## src/rtl/joojump_copy_pkg.sv

```systemverilog
// Shared types and constants for the JooJump word-copy bus master.
package joojump_copy_pkg;

  typedef enum logic [2:0] {
    IDLE    = 3'd0,
    RD_REQ  = 3'd1,
    RD_WAIT = 3'd2,
    WR_REQ  = 3'd3,
    FIN     = 3'd4
  } copy_state_t;

  localparam int unsigned WORD_BYTES = 4;
  localparam logic [3:0]  BE_ALL     = 4'hF;

endpackage

```

## src/rtl/joojump_mem_copy_master.sv

```systemverilog
// Avalon-MM master copying len_words 32-bit words from src_addr to dst_addr, one read then one
// write per word with a single outstanding transaction. All outputs decode from state/registers.
module joojump_mem_copy_master
  import joojump_copy_pkg::*;
#(
  parameter int unsigned ADDR_W = 12,
  parameter int unsigned LEN_W  = 11
) (
  input  logic              clk,
  input  logic              reset,
  input  logic              start,
  input  logic [ADDR_W-1:0] src_addr,
  input  logic [ADDR_W-1:0] dst_addr,
  input  logic [LEN_W-1:0]  len_words,
  output logic              busy,
  output logic              done,
  output logic              error,
  output logic [ADDR_W-1:0] avm_address,
  output logic              avm_read,
  output logic              avm_write,
  output logic [31:0]       avm_writedata,
  output logic [3:0]        avm_byteenable,
  input  logic              avm_waitrequest,
  input  logic [31:0]       avm_readdata,
  input  logic              avm_readdatavalid
);

  copy_state_t       state_q, state_d;
  logic [ADDR_W-1:0] src_q, dst_q;
  logic [LEN_W-1:0]  len_q, idx_q;
  logic [31:0]       data_q;
  logic              error_q;

  logic              misaligned;
  logic              last_word;
  logic [ADDR_W-1:0] offset;

  assign misaligned = (src_addr[1:0] != 2'b00) || (dst_addr[1:0] != 2'b00);
  assign last_word  = (idx_q == len_q - LEN_W'(1));
  // Byte offset of the current word; wraps modulo 2^ADDR_W by truncation.
  assign offset     = ADDR_W'(idx_q) * ADDR_W'(WORD_BYTES);

  always_comb begin
    state_d = state_q;
    unique case (state_q)
      IDLE: begin
        if (start) begin
          if (misaligned || (len_words == '0)) begin
            state_d = FIN;
          end else begin
            state_d = RD_REQ;
          end
        end
      end
      RD_REQ: begin
        if (!avm_waitrequest) state_d = RD_WAIT;
      end
      RD_WAIT: begin
        if (avm_readdatavalid) state_d = WR_REQ;
      end
      WR_REQ: begin
        if (!avm_waitrequest) state_d = last_word ? FIN : RD_REQ;
      end
      FIN: begin
        state_d = IDLE;
      end
      default: begin
        state_d = IDLE;
      end
    endcase
  end

  always_ff @(posedge clk) begin
    if (reset) begin
      state_q <= IDLE;
      src_q   <= '0;
      dst_q   <= '0;
      len_q   <= '0;
      idx_q   <= '0;
      data_q  <= '0;
      error_q <= 1'b0;
    end else begin
      state_q <= state_d;
      if ((state_q == IDLE) && start) begin
        src_q   <= src_addr;
        dst_q   <= dst_addr;
        len_q   <= len_words;
        idx_q   <= '0;
        error_q <= misaligned;
      end
      // Read data is only captured while a read is actually outstanding.
      if ((state_q == RD_WAIT) && avm_readdatavalid) begin
        data_q <= avm_readdata;
      end
      if ((state_q == WR_REQ) && !avm_waitrequest && !last_word) begin
        idx_q <= idx_q + LEN_W'(1);
      end
    end
  end

  always_comb begin
    busy           = (state_q == RD_REQ) || (state_q == RD_WAIT) || (state_q == WR_REQ);
    done           = (state_q == FIN);
    error          = (state_q == FIN) && error_q;
    avm_read       = (state_q == RD_REQ);
    avm_write      = (state_q == WR_REQ);
    avm_address    = '0;
    avm_writedata  = '0;
    avm_byteenable = 4'h0;
    if (state_q == RD_REQ) begin
      avm_address = src_q + offset;
    end else if (state_q == WR_REQ) begin
      avm_address    = dst_q + offset;
      avm_writedata  = data_q;
      avm_byteenable = BE_ALL;
    end
  end

endmodule

```

## config.mk

```make
export PLATFORM = sky130hd
export DESIGN_NAME = joojump_mem_copy_master
export DESIGN_NICKNAME = d
export VERILOG_FILES = /design/src/rtl/joojump_copy_pkg.sv /design/src/rtl/joojump_mem_copy_master.sv
export SDC_FILE = /design/constraint.sdc
export NUM_CORES = 1
export LEC_CHECK = 0
export CORE_ASPECT_RATIO = 1.25
export CORE_MARGIN = 3
export CORE_UTILIZATION = 40
export DETAILED_ROUTE_END_ITERATION = 6
export PLACE_DENSITY = 0.68
export RECOVER_POWER = 25
export SLEW_MARGIN = 20
export SYNTH_ARGS = -nofsm -noshare
export SYNTH_HDL_FRONTEND = slang
export SYNTH_SLANG_ARGS = --single-unit
```

## constraint.sdc

```tcl
create_clock -name clk -period 8.8 [get_ports clk]
set_clock_uncertainty 0.2 [all_clocks]
set_input_delay 2.64 -clock clk [delete_from_list [all_inputs] [get_ports clk]]
set_output_delay 2.64 -clock clk [all_outputs]
set_load 0.02 [all_outputs]
```

==> out/results.txt <==
clock transition at the registers of the reported paths - 0.06 ns
Seq/Total Area, Yosys - 35.2%
required time worst endpoint - 8.66 ns
register-to-register setup slack - 5.35 ns
pre-CTS setup slack - 2.90 ns
hold crit path type - flip-flop to flip-flop
Crit Path Class - input pin to flip-flop
part of the power in registers - 40.9%
Critical Path Max Stage Delay - 2.84 ns
Fin. Hold Viols - 0
post-CTS sizing - 0
Worst Setup Start Kind - input pin
Syn Nets - 709
dominant cell type by area after synthesis - dfxtp_1
P_int - 0.000748 W
htree depth - 3
DR vias - 4,635
Yosys top cell area share - 35.2%
dpl hpwl - 9450 µm
Initial Utilization - 41.5%
global-route wire length before repair - 21,700 µm
fillers - 1,069
Synth Cell Area - 0.00467 mm²
RSZ-0062 raised after global routing - false
wire length per cell - 15.6 µm
DR iter-0 viols - 218
FF+latch area - 0.00164 mm²
Combinational Power Share - 11.9%
kind of cell adding the most delay to the critical path - buffers and inverters
CTS tree - yes
clk buf depth - 2
Power Density - 154 mW/mm²
Warnings, synthesis - 0
detailed-route wire length - 13,200 µm
outcome - finished with violations
Bufs and invs on worst path - 2
fin util - 55.7%
GRT Residual Overflow - 0
number of antenna-violating nets in the routed design - 0
final cell count without fillers - 847
Area contributors post-synth - dfxtp_1 35%, nand2_1 13%, a21oi_1 8.6%, and3_1 5.4%, ha_1 5.4%
CTS sink cnt - 82
Total Routing Usage GR - 20.6%
antenna cells - 0
vias in the first global route - 4,539
clk_lat worst skew - 0.33 ns
CP Capture Type - flip-flop
post-route clock period utilization - 76.2%
RePlAce Congestion - 0.823
Clk pwr share - 47.1%
layout cell share with drive strength beyond 1 - 4.49%
Slew HR - -172%
port bufs - 124
Worst-Margin Slew - 4.08 ns
Cells after Synth - 615
Post-CTS Setup Bufs - 0
DIE WIDTH - 103 µm
CP max stage cell - clkbuf_1
Final setup viols - 0
hold buffers post-CTS - 0
drt first pass iters - 5
Syn Area/Cell - 7.59 µm²
Sw Ratio - 22.6%
initial antenna violation count - 0
Cell variety after synth - 59
EDFF count, synth - 0
Peak VDD IR - 0.0000702 V
CP Cell Sequence - buf_2 > clkbuf_1 > nor3_1 > a41o_1 > nand2_1 > o31ai_2
Final WS setup - 2.10 ns
final slew viol count - 93
root buffer cell - clkbuf_16
failing checks - max-capacitance violations, max-slew violations
Area growth syn-to-layout - 34.2%
Vias/cell - 5.47
Max Cap Violations - 1
row cnt - 43
area of the multi-input gates - 0.00278 mm²
Placed Cells - 832
NetSw - 0.000219 W
setup TNS - 0 ns
asr flop ratio synth - 0%
final worst path period need - 6.70 ns
Core ar. - 0.0112 mm²
FF+latch count, synth - 82
largest net degree at the start of global routing - 93
Top FF cell, synth - dfxtp_1
Total Nets Final - 802
die area - 0.0130 mm²
Pleak - 2.47 nW
CP arrival - 6.56 ns
I/O pins - 125
DRC Markers - 0
Die Span Y - 127 µm
crit-path max FO - 92
Max Fclk - 0.149 GHz
total CTS buffers - 9
-- power groups by stage --
stage / Clock [W] / Combinational (W) / Sequential, W
finish: 0.000455 / 0.000115 / 0.000396
global route: 0.000477 / 0.000128 / 0.000397
CTS: 0.000463 / 0.000116 / 0.000396
detailed placement: 0 / 0.000115 / 0.000404
global placement: 0 / 0.000113 / 0.000403
floorplan: 0 / 0.0000689 / 0.000398
-- path summary, 6_finish.rpt --
kind	from	endpoint	depth (start not counted)
worst min register to register	data_q[29]	data_q[29]	2
worst min-delay path	data_q[29]	data_q[29]	2
worst max-delay path	reset	idx_q[9]	6
worst max register to register	state_q[0]	idx_q[9]	7
-- sequential cells by signal, summed over array words and instances, names as in the netlist --
| signal | cells |
|---|---|
| state_q | 3 |
| data_q | 32 |
| len_q | 11 |
| error_q | 1 |
| idx_q | 11 |
| dst_q | 12 |
| src_q | 12 |
-- layout make-up --
class / count / area share (%)
multi-input cells: 473 / 44.4
flip-flops and latches: 82 / 26.2
repair buffers: 129 / 20.3
clock buffers: 10 / 3.65
well taps: 135 / 2.70
clock inverters: 5 / 2.04
inverters: 13 / 0.779
-- synth_stat cells (3+ instances only) --
library cell  instances
nor4b_1              11
o22ai_1               6
a22o_1                3
xnor2_1              17
o21bai_1              4
o31ai_2               3
ha_1                 20
nor2_1               11
nand2b_1              6
o21ai_0              18
buf_4                 3
xor2_1               17
nor2b_1               4
nor3_1               16
inv_1                13
a21oi_1              80
buf_6                 3
or3_1                 4
nand2_1             165
clkbuf_1             37
dfxtp_1              82
and3_1               40
nand3_1               6
nor4_1                4
-- metal layers --
metal	share of wire, %	global-route usage, %	vias to the layer above
li1	-	-	2292
met1	42	25.6	2177
met2	48	34.0	155
met3	8.3	6.71	11
met4	1.2	5.64	0
met5	0	0	-
-- per-stage QoR --
| stage | hold slack [ns] | power [W] | instance area, µm² |
|---|---|---|---|
| after global placement | 0.238 | 0.000516 | 5910 |
| after CTS | 0.252 | 0.000974 | 6270 |
| after floorplan | 0.232 | 0.000467 | 4670 |
| final | 0.252 | 0.000967 | 6260 |
| after global routing | 0.271 | 0.00100 | 6260 |
| after detailed placement | 0.243 | 0.000519 | 5910 |
-- layout by cell type, fill, tap and decap left out, types with 4 or more instances in the layout --
master           instances
nor4b_1                 11
nor2_1                  11
nand2_1                165
dfxtp_1                 82
bufinv_16                4
nand3_1                  6
nor4_1                   4
a21oi_1                 80
xor2_1                  17
clkdlybuf4s50_1        123
o21bai_1                 4
inv_1                   13
nand2b_1                 6
nor3_1                  14
ha_1                    20
o22ai_1                  6
xnor2_1                 17
buf_4                    4
and3_1                  40
o21ai_0                 19
clkbuf_16                9
-- worst reg2reg max path: cells and delay by family (launching register included) --
kind | cells | cell delay [ns]
and+or+nand+nor | 5 | 1.91
AOI/OAI and AO/OA | 2 | 0.58
DFF | 1 | 0.50
-- logic make-up (layout without fill, tap and decap cells) --
group	after synthesis	count (layout)	synth area share (%)
buffers and inverters	60	157	5.60
AND/OR/NAND/NOR	281	281	29.2
flip-flops	82	82	35.2
AO/OA/AOI/OAI	134	134	16.9
adder cells (fa/ha/maj)	22	22	6.22
multiplexers	2	2	0.456
XOR/XNOR	34	34	6.38
(Power assumes the default switching activity.)
